--- src/rtl/display_scan.sv ---
// display_scan: time-multiplexed driver for a 4-digit 7-segment display.
// Holds a 16-bit shadow copy of the hex value and scans the four digits in turn.
// Each digit slot opens with an anti-ghost blanking interval.
// Leading zeros can optionally be suppressed.
module display_scan #(
    parameter int CLK_DIV   = 50000,
    parameter int BLANK_CYC = 500
) (
    input  logic        clk,
    input  logic        rst_n,
    input  logic        load,
    input  logic [15:0] value,
    input  logic        blank_lz,
    output logic [3:0]  digit_nib,
    output logic [3:0]  dig_en_n,
    output logic        frame_done
);

    // Prescaler just wide enough for 0..CLK_DIV-1; a power-of-two CLK_DIV
    // therefore never needs to represent CLK_DIV itself.
    localparam int PW = (CLK_DIV > 1) ? $clog2(CLK_DIV) : 1;
    localparam logic [PW-1:0] TERM      = PW'(CLK_DIV - 1);
    localparam logic [PW:0]   BLANK_LIM = (PW + 1)'(BLANK_CYC);

    logic [15:0]   shadow;
    logic [PW-1:0] presc;
    logic [1:0]    idx;
    logic          at_term;
    logic          blanking;
    logic [3:0]    lz_zero;

    assign at_term = (presc == TERM);

    // Capture the displayed value whenever load is strobed.
    always_ff @(posedge clk or negedge rst_n) begin
        if (!rst_n) begin
            shadow <= 16'h0000;
        end else if (load) begin
            shadow <= value;
        end
    end

    // Slot timer and digit index; a load never disturbs the scan position.
    always_ff @(posedge clk or negedge rst_n) begin
        if (!rst_n) begin
            presc <= '0;
            idx   <= 2'd0;
        end else if (at_term) begin
            presc <= '0;
            idx   <= idx + 2'd1;
        end else begin
            presc <= presc + PW'(1);
        end
    end

    // One-cycle frame pulse in the cycle after the scan wraps from digit 3 back to digit 0.
    always_ff @(posedge clk or negedge rst_n) begin
        if (!rst_n) begin
            frame_done <= 1'b0;
        end else begin
            frame_done <= at_term && (idx == 2'd3);
        end
    end

    assign blanking = ({1'b0, presc} < BLANK_LIM);

    // lz_zero[k] is set when digits k..3 are all zero; digit 0 always stays visible.
    assign lz_zero[3] = (shadow[15:12] == 4'h0);
    assign lz_zero[2] = (shadow[15:8]  == 8'h00);
    assign lz_zero[1] = (shadow[15:4]  == 12'h000);
    assign lz_zero[0] = 1'b0;

    assign digit_nib = shadow[{idx, 2'b00} +: 4];

    // Enable at most the current digit, outside blanking and suppression;
    // reset forces all digits off even when there is no blanking interval.
    always_comb begin
        dig_en_n = 4'b1111;
        if (rst_n && !blanking && !(blank_lz && lz_zero[idx])) begin
            dig_en_n[idx] = 1'b0;
        end
    end

endmodule

--- config.mk ---
export PLATFORM = sky130hd
export DESIGN_NAME = display_scan
export DESIGN_NICKNAME = d
export VERILOG_FILES = /design/src/rtl/display_scan.sv
export SDC_FILE = /design/constraint.sdc
export NUM_CORES = 1
export LEC_CHECK = 0
export CAP_MARGIN = 20
export CORE_MARGIN = 4
export CORE_UTILIZATION = 45
export CTS_CLUSTER_DIAMETER = 80
export DETAILED_ROUTE_END_ITERATION = 12
export PLACE_DENSITY = 0.7
export SYNTH_ARGS = -nofsm -noshare
export SYNTH_HDL_FRONTEND = slang
export SYNTH_SLANG_ARGS = --single-unit
--- constraint.sdc ---
create_clock -name clk -period 3 [get_ports clk]
set_clock_uncertainty 0.05 [all_clocks]
set_input_delay 0.75 -clock clk [delete_from_list [all_inputs] [get_ports clk]]
set_output_delay 0.75 -clock clk [all_outputs]
set_load 0.01 [all_outputs]
==> metrics.md <==
| Metric | Value |
|---|---|
| Status | complete, no violations |
| Setup-failing EPs final | 0 |
| Inst Count DP | 211 |
| Syn Inst Count | 135 |
| Multi-input gate area | 797.0 sq um |
| Worst reg-to-reg path cell count | 4 |
| Area share of the largest cell type after synthesis | 0.5174 |
| Worst vdd ir | 0.2990 mV |
| CP endpoint kind | output pin |
| Max-cap violations | 0 |
| Synth Net Count | 160 |
| Final Hold Fails | 0 |
| Tmin final | 2.885 ns |
| Seq/Total Area, Yosys | 0.5174 |
| DRC viols | 0 |
| Worst Hold Class | in2async |
| Clock sink count | 35 |
| Die W | about 70 um |
| Initial antenna violation count | 0 |
| First-pass GRT wire length | 6.147 mm |
| RSZ-0062 raised after global routing | no |
| Slew @ Worst Pin | 0.7071 ns |
| GRT Util Overall | 0.1613 |
| WP data required | 2.20 ns |
| Kind of critical path | reg2out |
| Critical Path Stages | 6 |
| Worst path cell trace | or4_4 -> nor3_2 -> o211ai_1 -> buf_4 -> nand4b_1 -> dlygate4sd2_1 |
| Total global routing overflow | 0 |
| Startpoint class of the critical path | flip-flop |
| Most frequent cells in the layout | 35 x dfrtp_1, 23 x clkdlybuf4s50_1, 17 x mux2_2 |
| Drt total wl | 3.450 mm |
| Slowest CP cell | or4_4 |
| Via count of the first global-routing pass | 1,249 |
| Final Max Slew Viols | 0 |
| DP Area | 2031 sq um |
| CTS tree | done |
| Layout area overhead | 27.35% |
| Detail Route Antenna Nets | 0 |
| Routed WL per cell | 15.54 um |
| CTS Buf Count | 5 |
| Fill count | 308 |
| Crit path buffers/inverters | 2 |
| Cell Pwr Density | 448.4 nW/um^2 |
| Layout cells sized above 1 | 0.2471 |
| Leakage power | 0.8838 nW |
| Dpl ws | 0.08691 ns |
| DRT iter0 DRCs | 92 |
| # H-tree levels | 2 |
| CP top delay family | simple AND/OR/NAND/NOR gates |
| Hold_ws | approximately 0.23 ns |
| Syn avg cell area | 12.54 sq um |
| DR vias/cell | 5.387 |
| DIE AREA | around 4800 sq um |
| GPL Wtd Cong | 0.8323 |
| Achievable frequency | around 350 MHz |
| Max incr delay on CP | 0.53 ns |
| Fin crit share | 0.9616 |
| TNS Setup | 0 ns |
| Die height | between 60 and 70 um |
| CP Max Fanout | 3 |
| DRT Pass-1 Iters | 4 |
| # rows | 22 |
| Via Count | 1,196 |
| Worst-path clk slew | 0.07 ns |
| Yosys warning count | 0 |
| Register cell area after layout | 875.8 sq um |
| Worst skew pair latency | around 0.28 ns |
| Area leader, netlist | dfrtp_1 |
| Non-Filler Instances | 222 |
| Max_slew headroom | 0.5271 |
| Worst path arrival time | 2.08 ns |
| Dpl hpwl | 2.508 mm |
| Count of nets after finishing | around 200 |
| CTS root buf | clkbuf_8 |
| Commonest non-fill, non-tap cell in the layout | dfrtp_1 |
| N_diodes | 0 |
| Synth top area cells | dfrtp_1 52%, mux2_2 11%, mux4_2 5.3% |
| Port bufs | 28 |
| Mapped Area | 1693 sq um |
| Largest net degree at the start of global routing | 35 |
| Total Power | 0.9667 mW |
| Core area | 3661 sq um |
| Count of different cell masters after synthesis | 26 |
| Design Area, Final | roughly 2200 sq um |
| PnR worst setup slack | 0.1151 ns |
| Final core utilization | 0.5889 |
| CTS max path bufs | 2 |
| I/O pin count | 29 |
| Initial Util | 0.4624 |
| #FFs+latches synth | 35 |
final timing paths:
path	from	slack, ns	end
setup reg to reg	presc[0]$_DFF_PN0_	1.20	idx[1]$_DFFE_PN0N_
setup / recovery	shadow[11]$_DFFE_PN0P_	0.12	dig_en_n[3]
min in group clk	presc[0]$_DFF_PN0_	0.44	presc[0]$_DFF_PN0_
hold / removal	rst_n	0.23	idx[1]$_DFFE_PN0N_
hold reg to reg	presc[0]$_DFF_PN0_	0.44	presc[0]$_DFF_PN0_
max in group asynchronous	rst_n	2.03	presc[14]$_DFF_PN0_
report_power, final:
group	switching (mW)	internal (mW)	total, mW	leakage [nW]
Clock	0.159	0.209	0.368	0.0515
Combinational	0.0295	0.0577	0.0872	0.394
Sequential	0.0178	0.494	0.511	0.438
cells by family (layout without fill, tap and decap cells):
kind of cell	Yosys count	in the layout	share of synthesized area
adders and majority gates	5	5	0.03695
DFF	35	35	0.5174
and+or+nand+nor	49	49	0.1678
AOI/OAI and AO/OA	3	3	0.01330
buffers and inverters	7	46	0.02069
xor gates and xnor gates	15	15	0.07760
muxes	21	21	0.1663
registers in the layout, summed over array words and instances, names as in the netlist:
register and cells:
presc 16, idx 2, shadow 16, frame_done 1
worst reg2reg max path: cells and delay by family (launching register included):
family	cells	cell delay (ns)
mux	1	0.36
flops	1	0.38
fa+ha+maj	1	0.20
simple gates	2	0.69
layout make-up:
type                    instances  area share
repair buffers                 34      0.1428
well taps                      48     0.02786
multi-input cells              93      0.3697
inverters                       4    0.006965
clock buffers                   8     0.04643
flip-flops and latches         35      0.4063
routing by layer:
metal	vias up	part of all wire	track usage
met5	-	0	0
met4	0	0.013	0.05857
met3	6	0.037	0.04348
met2	36	0.49	0.2436
met1	591	0.46	0.2231
li1	563	-	-
what timing repair did:
action / in CTS / in global routing
resized for setup: 4 / 7
setup endpoints to repair: 4 / 4
pin swaps: 0 / 1
buffers inserted: 2 / 1
hold endpoints to repair: 0 / 0
hold buffers: 0 / 0
synthesized netlist by cell type:
master    instances
and2_1            1
a21oi_1           1
o31a_2            1
nand2_1           4
or4_4             1
or4b_1            1
buf_2             1
nor4_1            7
nand4b_1          4
o211ai_1          1
ha_1              5
mux2_2           17
xnor2_1          10
mux4_2            4
buf_6             1
xor2_1            5
nand4_1           4
nor4_4            1
nor2_1           14
clkbuf_1          1
dfrtp_1          35
inv_1             4
nor2b_1           1
or4_1             1
nor3_1            3
nand3_1           7
Note: power is estimated with default switching activity, not from simulation.
